--- config.mk ---
export PLATFORM = sky130hd
export DESIGN_NAME = fetch_unit
export DESIGN_NICKNAME = d
export VERILOG_FILES = /design/src/rtl/fetch_unit.sv
export SDC_FILE = /design/constraint.sdc
export NUM_CORES = 1
export LEC_CHECK = 0
export ABC_AREA = 1
export CAP_MARGIN = 10
export CORE_MARGIN = 4
export CORE_UTILIZATION = 35
export CTS_BUF_LIST = sky130_fd_sc_hd__clkbuf_2 sky130_fd_sc_hd__clkbuf_4 sky130_fd_sc_hd__clkbuf_8
export CTS_CLUSTER_DIAMETER = 30
export DETAILED_ROUTE_END_ITERATION = 12
export DONT_BUFFER_PORTS = 1
export HOLD_SLACK_MARGIN = 0.08
export SYNTH_ARGS = -nofsm -noshare
export SYNTH_HDL_FRONTEND = slang
export SYNTH_SLANG_ARGS = --single-unit
--- constraint.sdc ---
create_clock -name clk -period 7.5 [get_ports clk]
set_input_delay 1.125 -clock clk [delete_from_list [all_inputs] [get_ports clk]]
set_output_delay 1.125 -clock clk [all_outputs]
set_load 0.005 [all_outputs]
--- src/rtl/fetch_unit.sv ---
// fetch_unit: instruction fetch PC, ROM handshake and prefetch queue feeding the control unit.
// Define FETCH_STALL_COUNT_EN to build the empty-queue stall counter; otherwise stall_count reads 0.
module fetch_unit #(
    parameter int DEPTH = 2
) (
    input  logic        clk,
    input  logic        reset,
    input  logic        jump,
    input  logic [7:0]  jmpaddr,
    input  logic        advance,
    input  logic [7:0]  rom_data,
    input  logic        rom_ack,
    output logic        rom_req,
    output logic [7:0]  rom_addr,
    output logic [7:0]  datamem_data,
    output logic [7:0]  datamem_address,
    output logic        fetch_valid,
    output logic [15:0] stall_count
);
    localparam logic [2:0] FULL = 3'(DEPTH);

    logic [2:0] count, count_n, kept;
    logic [7:0] fetch_pc, pc_n, addr_n;
    logic       req_n, push, pop;
    logic [7:0] q_addr [DEPTH];
    logic [7:0] q_data [DEPTH];
    logic [7:0] qa_n [DEPTH];
    logic [7:0] qd_n [DEPTH];

    assign fetch_valid = count != 3'd0;

    always_comb begin
        pop = advance && fetch_valid;
        push = rom_req && rom_ack;
        kept = count - 3'(pop);
        // entry 0 is the head; a pop shifts everything down, the push lands just past the survivors
        for (int i = 0; i < DEPTH; i++) begin
            qa_n[i] = (pop && i < DEPTH - 1) ? q_addr[(i + 1) % DEPTH] : q_addr[i];
            qd_n[i] = (pop && i < DEPTH - 1) ? q_data[(i + 1) % DEPTH] : q_data[i];
            if (push && kept == 3'(i)) begin
                qa_n[i] = rom_addr;
                qd_n[i] = rom_data;
            end
        end
        count_n = jump ? 3'd0 : kept + 3'(push);
        req_n = rom_req;
        addr_n = rom_addr;
        pc_n = fetch_pc;
        if (jump) begin
            req_n = 1'b0;
            pc_n = jmpaddr;
        end else if (!rom_req || rom_ack) begin
            req_n = count_n < FULL;
            addr_n = req_n ? fetch_pc : rom_addr;
            pc_n = req_n ? fetch_pc + 8'd1 : fetch_pc;
        end
    end

    always_ff @(posedge clk) begin
        if (reset) begin
            count <= 3'd0;
            fetch_pc <= 8'd0;
            rom_req <= 1'b0;
            rom_addr <= 8'd0;
            datamem_data <= 8'd0;
            datamem_address <= 8'd0;
        end else begin
            count <= count_n;
            fetch_pc <= pc_n;
            rom_req <= req_n;
            rom_addr <= addr_n;
            datamem_data <= count_n != 3'd0 ? qd_n[0] : datamem_data;
            datamem_address <= count_n != 3'd0 ? qa_n[0] : datamem_address;
        end
    end

    always_ff @(posedge clk) begin
        for (int i = 0; i < DEPTH; i++) begin
            q_addr[i] <= qa_n[i];
            q_data[i] <= qd_n[i];
        end
    end

`ifdef FETCH_STALL_COUNT_EN
    always_ff @(posedge clk) begin
        if (reset)
            stall_count <= 16'd0;
        else if (!fetch_valid && stall_count != 16'hffff)
            stall_count <= stall_count + 16'd1;
    end
`else
    assign stall_count = 16'h0000;
`endif
endmodule

Word-level counts from Yosys, hierarchy flattened

Memory sizes are Yosys's and may differ from the RTL's.
Index checks and enable logic that the tools add are counted.
W data, S select, Z words.

$mul: 0
Muxes and demuxes: 10
Shifts and indexed selects: 0
$lt $le $gt $ge: 1
Reductions and logical operators: 14
Bitwise logic cells: 1
Div/mod/pow operators: 0
Equality and inequality tests: 1
$add $sub $neg: 3

Operator list:

| kind                  | number |
|---|---|
| $mux W8               | 9 |
| $add A8 B1 Y8 const B | 1 |
| $reduce_bool A3 Y1    | 2 |
| $logic_and A1 B1 Y1   | 4 |
| $reduce_bool A2 Y1    | 2 |
| $add A3 B1 Y3         | 1 |
| $eq A3 B1 Y1 const B  | 1 |
| $logic_not A3 Y1      | 1 |
| $lt A3 B2 Y1 const B  | 1 |
| $mux W3               | 1 |
| $reduce_and A3 Y1     | 1 |
| $sub A3 B1 Y3         | 1 |
| $reduce_and A2 Y1     | 1 |
| $reduce_or A2 Y1      | 1 |
| $logic_not A1 Y1      | 1 |
| $logic_or A1 B1 Y1    | 1 |
| $not A1 Y1            | 1 |

Memories: 2
Bits in latches: 0
Bits in writable memories: 32
Output and inout port bits: 42
Bits in registers: 36
ROM bits: 0
Logic and storage cells: 38
Bits of input ports: 21

Memory list:

| memory | words | width | read ports | clocked after Yosys merged registers in | wr ports | line | text |
|---|---|---|---|---|---|---|---|
| q_addr | 2     | 8     | 2          | 0                                       | 2        | 25   | `logic [7:0] q_addr [DEPTH];` |
| q_data | 2     | 8     | 2          | 0                                       | 2        | 26   | `logic [7:0] q_data [DEPTH];` |

Depth between registers and ports, before layout

Gate-level depths: netlist of the first run.

Depth after elaboration: 9
Mapped depth: 18
Gate-level depth less buffers: 17

Worst setup path after synthesis of the first run

No wires, ideal clock.

Kind: input -> register
Start: in advance
End: mem q_addr[1][2], in the netlist q_addr[0][10] (enable)
Cell stages on the path: 11
Data required time: 7.112 ns
Slack: 4.238 ns
Buffers on the path: 2
Arrival: 2.873 ns
Cells stage by stage: nand2_2 -> buf_4 -> inv_1 -> ha_1 -> ha_1 -> inv_1 -> nand2_2 -> nand2_2 -> buf_6 -> nand3_1 -> nor2_1

RTL lines:

| element         | line | text |
|---|---|---|
| start, declared | 10   | `input logic advance,` |
| end, declared   | 25   |  |

==> impl_metrics.py, run 1 <==
metrics = {
    "setup_path": {
        "critPathKind": "in -> reg",
        "cpPeakStageDelay_ns": 0.49,
        "cp_max_fo": 33,
        "startpoint_type": "input pin",
        "worst_path_most_repeated_cell": "nand2_2",
        "r2r_start": "count[2]$_SDFF_PP0_",
        "crit_path_top_delay_cell": "nand2_2",
        "required_ns": 7.54,
        "crit_chain": "nand2_2 > inv_1 > ha_1 > ha_1 > inv_1 > nand2_2 > nand2_2 > nand3_1 > nor2_1 > buf_4",
        "cp-startpoint": "advance",
        "arrival_ns": 3.37,
        "endpoint_kind": "flip-flop",
    },
    "cells_and_area": {
        "syn_to_final_growth_pct": 6.27,
        "mostFrequentLayoutCell": "nand2_1",
        "stdcell_area_mm2": 0.00346,
        "layout.nets": 423,
        "drive_gt1_share_pct": 16.2,
        "antenna_cells": 0,
        "final_cell_mix": "79 x nand2_1, 61 x nor2_1, 52 x dfxtp_1",
        "num-fill-cells": 953,
    },
    "synth": {
        "synth_edf_count": 16,
        "synth_top_area_share_pct": 32.0,
        "ys_types": 31,
        "ys_seq_area_share_pct": 46.8,
        "syn-cell-area_mm2": 0.00325,
        "post-synth-top-area-cell": "dfxtp_1",
        "postSynthCellCount": 399,
        "synth.avg_cell_area_um2": 8.15,
        "synth_seq_cells": 68,
        "synth_area_leaders": "dfxtp_1 32%, edfxtp_1 15%, nand2_1 9.1%, nor2_1 7.0%, inv_1 5.8%",
        "ys.flop_type": "dfxtp_1",
        "ys_warn_count": 0,
        "async_flop_share_pct": 0,
    },
    "power_and_ir_drop": {
        "combPwrFrac_pct": 19.3,
        "p_int_w": 0.000696,
        "pwr-share-clk_pct": 33.7,
        "switching_share_pct": 29.7,
        "p_seq_share_pct": 47.0,
        "total_leakage_power_nw": 1.63,
        "p_sw_w": 0.000294,
        "power_density_mw_per_mm2": 286,
        "vdd_drop_max_uv": 100,
    },
    "timing": {
        "fin_ws_ns": 4.17,
        "slew_violations": 0,
        "setup_violations": 0,
        "slew_headroom_pct": 49.2,
        "worst_pin_slew_ns": 0.758,
        "fin_skew_ns": 0.0108,
        "fin_setup_tns_ns": 0,
        "fin_crit_sh_pct": 44.3,
        "layout_min_cycle_time_ns": 3.33,
        "fmax_mhz": 301,
        "hold_violations": 0,
        "rsz0062_at_grt": "no",
    },
    "clocking": {
        "htreeDepth": 3,
        "cts_hold_buffers": 0,
        "clk_path_buf_depth": 2,
        "root_buffer": "clkbuf_8",
        "clock_latency_ns": 0.34,
        "clkTransAtPathRegs_ns": 0.07,
        "postCtsSetupBuffers": 0,
        "cts_resized": 0,
        "cts_buffers": 9,
        "cts_tree": "yes",
        "clock_sinks": 68,
    },
    "floorplan": {
        "die-area_mm2": 0.0109,
        "die_w_um": 104,
        "fp.dieH_um": 104,
        "core-area_mm2": 0.00889,
        "initial_utilization_pct": 36.6,
        "io_pins": 63,
        "core.rowCount": 34,
    },
    "placement": {
        "io_buffers": 0,
        "dp.final_hpwl_um": 4810,
        "post-place-ws_ns": 3.76,
        "routabilityCongestion": 0.807,
        "placed_area_mm2": 0.00324,
    },
    "global_route": {
        "grt_pass1_wl_um": 11100,
        "grt_max_degree": 34,
        "track_usage_pct": 12.7,
        "first_global_vias": 2314,
        "antenna_found_initial": 0,
        "grt_overflow": 0,
    },
    "routing": {
        "drt-initial-drc-count": 64,
        "postRouteAntennaNets": 0,
        "vias_per_cell": 4.56,
        "drc_errors": 0,
        "first_pass_iters": 7,
        "vias": 2328,
        "wirelength_um": 6600,
        "wire_per_inst_um": 12.9,
    },
    "hold_path": {
        "hp-class": "reg -> reg",
        "worstHoldStart": "fetch_pc[7]$_SDFFE_PP0P_",
    },
    "outcome": {
        "status": "finished, final reports clean",
    },
    "job": {
        "maxCapViolCount": 0,
    },
}
-- area by class of cell --
class                   instances  area, µm²  share of cell area [%]
clock inverters                 7       97.6                    2.82
well taps                     108        135                    3.91
multi-input cells             261       1360                    39.3
clock buffers                   9        124                    3.58
repair buffers                  1       7.51                   0.217
inverters                      56        213                    6.15
flip-flops and latches         68       1520                    44.0
-- synth_stat cells, types with 8 or more instances --
library cell	count
o211ai_2	8
o21ai_1	9
nand2_2	21
edfxtp_1	16
o21ai_0	11
nor2_1	61
o22ai_2	8
nand3_1	26
dfxtp_1	52
inv_1	50
buf_4	18
nand2_1	79
-- per-stage QoR --
stage	total power, W	hold WS (ns)	cells	utilization (%)
after floorplan	0.000638	0.454	414	-
after global placement	0.000660	0.463	494	36.4
after detailed placement	0.000666	0.469	494	36.4
after CTS	0.00100	0.481	510	38.9
after global routing	0.00106	0.522	510	38.9
final	0.000990	0.483	510	38.9
-- power groups by stage --
| stage | sequential (W) | combinational (W) | clock (W) |
|---|---|---|---|
| after floorplan | 0.000464 | 0.000174 | 0 |
| after global placement | 0.000473 | 0.000187 | 0 |
| after detailed placement | 0.000474 | 0.000191 | 0 |
| after CTS | 0.000467 | 0.000193 | 0.000343 |
| after global routing | 0.000473 | 0.000223 | 0.000363 |
| final | 0.000465 | 0.000191 | 0.000333 |
-- registers in the layout, summed over array words and instances (netlist names) --
register and count:
fetch_pc 8, count 3, q_addr 16, rom_req 1, datamem_address 8, rom_addr 8, datamem_data 8, q_data 16
-- path summary, 6_finish.rpt --
kind                                   end  slack (ns)  depth (start not counted)
setup / recovery   q_data[0][15]$_DFFE_PP_        4.17                         10
hold / removal    fetch_pc[7]$_SDFFE_PP0P_        0.48                          2
setup reg to reg   q_data[0][15]$_DFFE_PP_        4.38                         12
hold reg to reg   fetch_pc[7]$_SDFFE_PP0P_        0.48                          2
-- critical path, delay by kind of cell --
family	cells	cell delay, ns
buf+inv	3	0.48
fa+ha+maj	2	0.39
simple gates	5	1.35
-- logic make-up (layout without fill, tap and decap cells) --
kind of cell	after synthesis	after routing	synth area share (%)
AO/OA/AOI/OAI	42	42	10.2
XOR/XNOR	1	1	0.269
adder cells (fa/ha/maj)	5	5	1.92
buffers and inverters	85	73	13.2
flip-flops	68	68	46.8
multiplexers	2	2	0.615
other	1	16	0.115
AND/OR/NAND/NOR	195	195	27.0
-- layer usage --
layer  vias up  GRT usage (%)  part of all wire [%]
met2        56           21.4                    46
met5         -              0                     0
met3         5           6.39                   8.0
met1      1048           14.6                    45
met4         0           2.85                  0.73
li1       1219              -                     -
Note: power is estimated with default switching activity, not from simulation.
==> run 2, diff against run 1 <==
clock period = 3 ns   (was 7.5 ns; I/O delays follow)
==> impl_metrics.py, run 2 (synthesis results as in run 1) <==
metrics = {
    "outcome": {
        "status": "finished, final reports clean",
    },
    "power_and_ir_drop": {
        "total_leakage_power_nw": 1.64,
        "vdd_drop_max_uv": 256,
        "power_density_mw_per_mm2": 711,
    },
    "floorplan": {
        "initial_utilization_pct": 36.6,
        "fp.dieH_um": 104,
        "die-area_mm2": 0.0109,
        "io_pins": 63,
        "core.rowCount": 34,
        "die_w_um": 104,
        "core-area_mm2": 0.00889,
    },
    "cells_and_area": {
        "mostFrequentLayoutCell": "nand2_1",
        "drive_gt1_share_pct": 16.6,
        "num-fill-cells": 909,
        "syn_to_final_growth_pct": 6.69,
        "antenna_cells": 0,
        "stdcell_area_mm2": 0.00347,
        "largestRegisters": "q_addr: 16 flops, q_data: 16 flops",
        "layout.nets": 425,
        "final_cell_mix": "79 x nand2_1, 61 x nor2_1, 52 x dfxtp_1",
    },
    "clocking": {
        "htreeDepth": 3,
        "cts_hold_buffers": 0,
        "cts_tree": "yes",
        "cts_buffers": 9,
        "clock_latency_ns": 0.35,
        "clock_sinks": 68,
        "clk_path_buf_depth": 2,
        "postCtsSetupBuffers": 0,
        "root_buffer": "clkbuf_8",
        "clkTransAtPathRegs_ns": 0.08,
        "cts_resized": 0,
    },
    "routing": {
        "first_pass_iters": 4,
        "vias_per_cell": 4.59,
        "vias": 2351,
        "wl_met1_um": 2960,
        "wire_per_inst_um": 12.9,
        "postRouteAntennaNets": 0,
        "highest_layer": "met4",
        "wirelength_um": 6630,
        "drt-initial-drc-count": 95,
        "dr_wl_met3_um": 525,
        "drc_errors": 0,
        "met2WireLength_um": 3070,
    },
    "setup_path": {
        "rr_worst_depth": 14,
        "endpoint_kind": "flip-flop",
        "r2r_start": "count[2]$_SDFF_PP0_",
        "r2r_end": "datamem_data[5]$_SDFFE_PP0P_",
        "required_ns": 3.24,
        "startpoint_type": "flip-flop",
        "crit_path_top_delay_cell": "ha_1",
        "critPathKind": "reg -> reg",
        "cp_max_fo": 17,
        "arrival_ns": 2.71,
        "r2r_slack_ns": 0.53,
        "crit_chain": "inv_1 > nand3_1 > nand2_2 > inv_1 > ha_1 > ha_1 > inv_1 > ha_1 > nand3_1 > nand3_4 > nand2_2 > inv_2 > nor2_1 > nor2_1",
        "cp_top_family": "simple AND/OR/NAND/NOR gates",
        "path_depth": 14,
        "cpPeakStageDelay_ns": 0.33,
        "path_buf_inv": 4,
    },
    "global_route": {
        "first_global_vias": 2199,
        "grt_overflow": 0,
        "grt_max_degree": 33,
        "antenna_found_initial": 0,
        "track_usage_pct": 12.7,
        "grt_pass1_wl_um": 11000,
    },
    "hold_path": {
        "worstHoldStart": "reset",
        "hold_end": "fetch_pc[7]$_SDFFE_PP0P_",
        "hp-class": "in -> reg",
        "min_path_cells": 1,
    },
    "placement": {
        "io_buffers": 0,
        "routabilityCongestion": 0.778,
        "dp.final_hpwl_um": 4750,
        "placed_area_mm2": 0.00325,
    },
    "timing": {
        "fmax_mhz": 405,
        "layout_min_cycle_time_ns": 2.47,
        "fin_setup_tns_ns": 0,
        "fin_skew_ns": 0.0103,
        "fin_crit_sh_pct": 82.3,
        "hold_violations": 0,
        "setup_violations": 0,
        "rsz0062_at_grt": "no",
        "slew_violations": 0,
        "worst_pin_slew_ns": 0.739,
        "slew_headroom_pct": 50.4,
    },
    "job": {
        "maxCapViolCount": 0,
    },
}
==> run 2: cell types whose count changed in the layout (fill, tap and decap cells not counted), sizes merged <==
cell,delta
buf,+2
clkbuf,+1
inv,-1
==> run 2: cell type report <==
class	instances	area [µm²]	area share (%)
Clock buffer	10	131	3.79
Clock inverter	6	88.8	2.56
Inverter	56	213	6.13
Multi-Input combinational cell	261	1360	39.1
Sequential cell	68	1520	43.8
Tap cell	108	135	3.89
Timing Repair Buffer	3	22.5	0.649
==> run 2: power by group <==
group / leakage [nW] / switching (W) / internal, W / total [W]
clock network: 0.114 / 0.000354 / 0.000479 / 0.000833
registers: 0.576 / 0.0000738 / 0.00109 / 0.00116
logic: 0.946 / 0.000291 / 0.000181 / 0.000473
total: 1.64 / 0.000719 / 0.00175 / 0.00247
==> run 2: routing by layer <==
metal	vias to the layer above	track usage [%]
met5	-	0
met4	0	4.56
met3	6	5.52
met2	59	20.6
met1	1065	14.9
li1	1221	-
==> run 2: through the flow <==
| step | hold WS, ns | setup slack [ns] | std cells | power, W | util [%] |
|---|---|---|---|---|---|
| floorplan | 0.454 | 0.350 | 414 | 0.00159 | - |
| global placement | 0.461 | 0.580 | 496 | 0.00165 | 36.6 |
| detailed placement | 0.464 | 0.487 | 496 | 0.00166 | 36.6 |
| CTS | 0.149 | 0.485 | 512 | 0.00250 | 39.0 |
| global route | 0.144 | 0.272 | 512 | 0.00263 | 39.0 |
| finish | 0.167 | 0.531 | 512 | 0.00247 | 39.0 |
==> run 2: worst max-delay path by stage <==
| stage | to | from |
|---|---|---|
| after detailed placement | datamem_data[5]$_SDFFE_PP0P_ | count[2]$_SDFF_PP0_ |
| after CTS | datamem_address[0]$_SDFFE_PP0P_ | count[2]$_SDFF_PP0_ |
| after floorplan | q_addr[0][10]$_DFFE_PP_ | count[2]$_SDFF_PP0_ |
| after global routing | datamem_address[4]$_SDFFE_PP0P_ | count[2]$_SDFF_PP0_ |
| after global placement | datamem_address[5]$_SDFFE_PP0P_ | count[2]$_SDFF_PP0_ |
| final | datamem_data[5]$_SDFFE_PP0P_ | count[2]$_SDFF_PP0_ |
==> run 2: worst reg2reg max path: stages, from the launching register on <==
cell,delay [ns]
dfxtp_1,0.31
inv_1,0.07
nand3_1,0.14
nand2_2,0.09
inv_1,0.04
ha_1,0.17
ha_1,0.33
inv_1,0.06
ha_1,0.21
nand3_1,0.13
nand3_4,0.12
nand2_2,0.28
inv_2,0.22
nor2_1,0.16
nor2_1,0.05
==> RTL edit 1: new RTL, config.mk and constraints of run 1 <==
The parameter `DEPTH` goes from 2 to 4.
--- a/src/rtl/fetch_unit.sv
+++ b/src/rtl/fetch_unit.sv
@@ -1,7 +1,7 @@
 // fetch_unit: instruction fetch PC, ROM handshake and prefetch queue feeding the control unit.
 // Define FETCH_STALL_COUNT_EN to build the empty-queue stall counter; otherwise stall_count reads 0.
 module fetch_unit #(
-    parameter int DEPTH = 2
+    parameter int DEPTH = 4
 ) (
     input  logic        clk,
     input  logic        reset,
Function: changed (a bounded check fails within 4 cycles, from zero or initial values and one cycle with reset high).
==> RTL edit 1 against run 1 <==
- synthesized area up 42%
- combinational power down 12%
- fmax down 15%
- die area up 38%
- highest routed layer unchanged
- sequential power up 42%
- routed wire length up 48%
- largest cell class unchanged
- worst setup slack worse by 0.58 ns
- sequential cell count up 32
- total power up 18%
- via count up 44%
- design area up 41%
==> RTL edit 1: results (changes against run 1) <==
FILL cells 1,295 (+36%); routed len/inst 13.44 µm (+3.9%); CTS sink count 100 (+47%); Top Registers q_addr x32, q_data x32; core area 12,770 µm² (+44%); Detailed Routing Iterations Pass 1 4 (-3); clk cell area share 0.04088 (-0.02318); status finished clean; Post-Synth Adder-Cell Area 0.01084 (-0.008394); synth unique cells 29 (-6.5%); Clock Skew 0.01227 ns (+0.001428 ns); hpwl dp 7167 µm (+49%); FF+latch area 2482 µm² (+63%); Inverters 70 (+25%); Critical Path Start Type flop; reg2reg path depth 11 (-1); Via Count 3,357 (+44%); area of the multi-input gates 1699 µm² (+25%); Place WS 3.264 ns (-0.4960 ns); Worst Path Arrival 3.91 ns (+0.54 ns); Final Util 0.3809 (-0.007888); Placed Area 4667 µm² (+44%); fraction of layout instances using a drive strength above 1 0.05415 (-0.1075); vias in the first global route 3,269 (+41%); Peak supply drop 97.24 µV (-3.1%); non-clk buf share 0.001543 (-0.0006287); metal2 WL 4735 µm (+55%); Max-slew headroom 0.3366 (-0.1553); r2r setup slk 3.59 ns (-0.79 ns); drt first-iter violations 206 (+220%); Worst-path clk slew 0.09 ns (+0.02 ns); final non-filler cell total 726 (+42%); Worst R2R End q_addr[1][2]$_DFFE_PP_; clk_lat worst skew 0.36 ns (+0.02 ns); Hold EP q_data[1][7]$_DFFE_PP_; mux cell area share after synthesis 0 (-0.006154); fin nets 574 (+36%); M1 wire length 4308 µm (+45%); Placer Congestion 0.8412 (+4.3%); top cells by count, synth nand2_1 (159), inv_1 (69), nand3_1 (61), dfxtp_1 (52), edfxtp_1 (48); met2 GRT Util 0.2374 (+0.02388); met1 usage 0.1633 (+0.01780); Multi-Input Combinational 367 (+41%); Hold Crit Start q_data[2][7]$_DFFE_PP_; Synth Area in Compound Gates 0.05473 (-0.04681); EDFF count, synth 48 (+32); first-pass GRT wire length 16,040 µm (+45%); Area contributors post-synth edfxtp_1 (31%), dfxtp_1 (23%), nand2_1 (13%), nand3_1 (6.6%), inv_1 (5.6%); Tot GR Track Use 0.1372 (+0.009708); sequential fraction of the synthesis area 0.5375 (+0.06983)
## RTL edit 1: changes by cell type after synthesis, sizes merged, moves of 2 or more
cell | run 1 | this run
nand2 | 101 | 164
nand3 | 28 | 63
edfxtp | 16 | 48
nand3b | 0 | 16
inv | 55 | 70
nor2 | 63 | 49
o21ai | 20 | 33
clkbuf | 2 | 12
o22ai | 8 | 0
a21oi | 6 | 13
o211ai | 8 | 1
mux2i | 2 | 0
nand4 | 1 | 3
o21bai | 0 | 2
## RTL edit 1: power by group
group / total (mW) / leakage [nW] / internal, mW / switching [mW]
clock: 0.340 / 0.100 / 0.165 / 0.175
combinational: 0.168 / 1.19 / 0.0594 / 0.108
sequential: 0.661 / 0.873 / 0.630 / 0.0308
## RTL edit 1: worst max-delay path, cell delays in order (launching register included)
cell and delay [ns]:
dfxtp_1 0.30, inv_1 0.10, nand3_2 0.33, nand2_2 0.41
inv_1 0.13, ha_1 0.20, ha_1 0.21, inv_1 0.08
nand2_1 0.05, nand2_1 0.14, nand3_1 0.72, nand2_1 0.86
==> RTL edit 2: new RTL, flow settings as in run 1 <==
Made on the original files. `datamem_address` no longer has a reset.
--- a/src/rtl/fetch_unit.sv
+++ b/src/rtl/fetch_unit.sv
@@ -63,15 +63,17 @@
             rom_req <= 1'b0;
             rom_addr <= 8'd0;
             datamem_data <= 8'd0;
-            datamem_address <= 8'd0;
         end else begin
             count <= count_n;
             fetch_pc <= pc_n;
             rom_req <= req_n;
             rom_addr <= addr_n;
             datamem_data <= count_n != 3'd0 ? qd_n[0] : datamem_data;
-            datamem_address <= count_n != 3'd0 ? qa_n[0] : datamem_address;
         end
+    end
+
+    always_ff @(posedge clk) begin
+        datamem_address <= count_n != 3'd0 ? qa_n[0] : datamem_address;
     end
 
     always_ff @(posedge clk) begin
Function: differs if reset is asserted again (counterexample within 4 cycles, from zero or initial values and one cycle with reset high); with reset held inactive, the same outputs for 10 cycles.
==> RTL edit 2 against run 1 <==
- combinational power shrank 24%
- via count fell by 8.5%
- worst setup slack worse by 0.18 ns
- design area decreased by 6.0%
- sequential cell count unchanged
- first-iteration DRC count grew 140%
- clock power fell by 22%
- synthesized area shrank 5.2%
- count of clock-buffer cells in the layout up 1
- non-clock buffer count shrank 1
- die area down 4.8%
- routed wire length decreased by 5.0%
- sequential power rose by 2%
- total power decreased by 11%
==> RTL edit 2: results (changes against run 1) <==
hpwl dp 4423 µm (-8.1%); routing usage on met3 0.05256 (-0.01138); vias per cell 4.583 (+0.40%); Clock Skew 0.005873 ns (-0.004970 ns); P_seq 0.475 mW (+2%); Placed Area 3075 µm² (-4.9%); Psw 0.2584 mW (-12%); Worst Path Arrival 3.47 ns (+0.10 ns); met2 GRT Util 0.2012 (-0.01235); CP endpoint q_data[0][8]$_DFFE_PP_; synth unique cells 30 (-3.2%); Met3 Wirelength 453 µm (-14%); met1 usage 0.1657 (+0.02015); fraction of layout instances using a drive strength above 1 0.1222 (-0.03947); top cells by count, synth nand2_1 (77), nor2_1 (60), dfxtp_1 (44), inv_1 (34), edfxtp_1 (24); sequential fraction of the synthesis area 0.5195 (+0.05179); r2r setup slk 4.19 ns (-0.19 ns); final non-filler cell total 465 (-8.8%); largest net degree at the start of global routing 26 (-24%); routed len/inst 13.48 µm (+4.2%); metal2 WL 2842 µm (-6.7%); Detailed Routing Iterations Pass 1 4 (-3); EDFF count, synth 24 (+8); Lkg Pwr 1.410 nW (-13%); Place WS 3.562 ns (-0.1976 ns); drt first-iter violations 151 (+140%); first-pass GRT wire length 10,400 µm (-6.2%); status finished clean; Placer Congestion 0.8079 (+0.17%); hold_ws 0.4983 ns (+0.01487 ns); max incr delay on CP 0.91 ns (+0.42 ns); Max-slew headroom 0.1899 (-0.3019); CP max FO 25 (-24%); FILL cells 855 (-10%); clock group share of total power 0.296 (-0.041); Area contributors post-synth dfxtp_1 (29%), edfxtp_1 (23%), nand2_1 (9.4%), nor2_1 (7.3%), inv_1 (4.1%); Cells after DPL 449 (-9.1%); CP Launch Point advance; fin nets 381 (-9.9%); vias in the first global route 2,088 (-9.8%)
RTL edit 2: cell count changes after synthesis, moves of 3 or more:
| cell | delta |
|---|---|
| nand2_2 | -18 |
| dfxtp_1 | -8 |
| inv_1 | -16 |
| o21ai_1 | -4 |
| o211ai_2 | -8 |
| edfxtp_1 | +8 |
| nand3_2 | +3 |
| nand3_1 | -9 |
| o21ai_2 | +5 |
| o21ai_0 | +11 |
RTL edit 2: area by class of cell:
class / count / area, µm² / share of cell area
clock buffer: 10 / 131.4 / 0.04045
clock inverter: 6 / 41.29 / 0.01271
inverter: 38 / 142.6 / 0.04391
multi-input combinational: 238 / 1200 / 0.3694
sequential: 68 / 1602 / 0.4931
tap: 105 / 131.4 / 0.04045
RTL edit 2: logic make-up after synthesis:
group / after synthesis / synth area share
other cells: 1 / 0.001216
fa+ha+maj: 5 / 0.02029
buf+inv: 64 / 0.1096
xor+xnor: 1 / 0.002841
compound gates: 47 / 0.1027
flops: 68 / 0.5195
simple gates: 169 / 0.2439
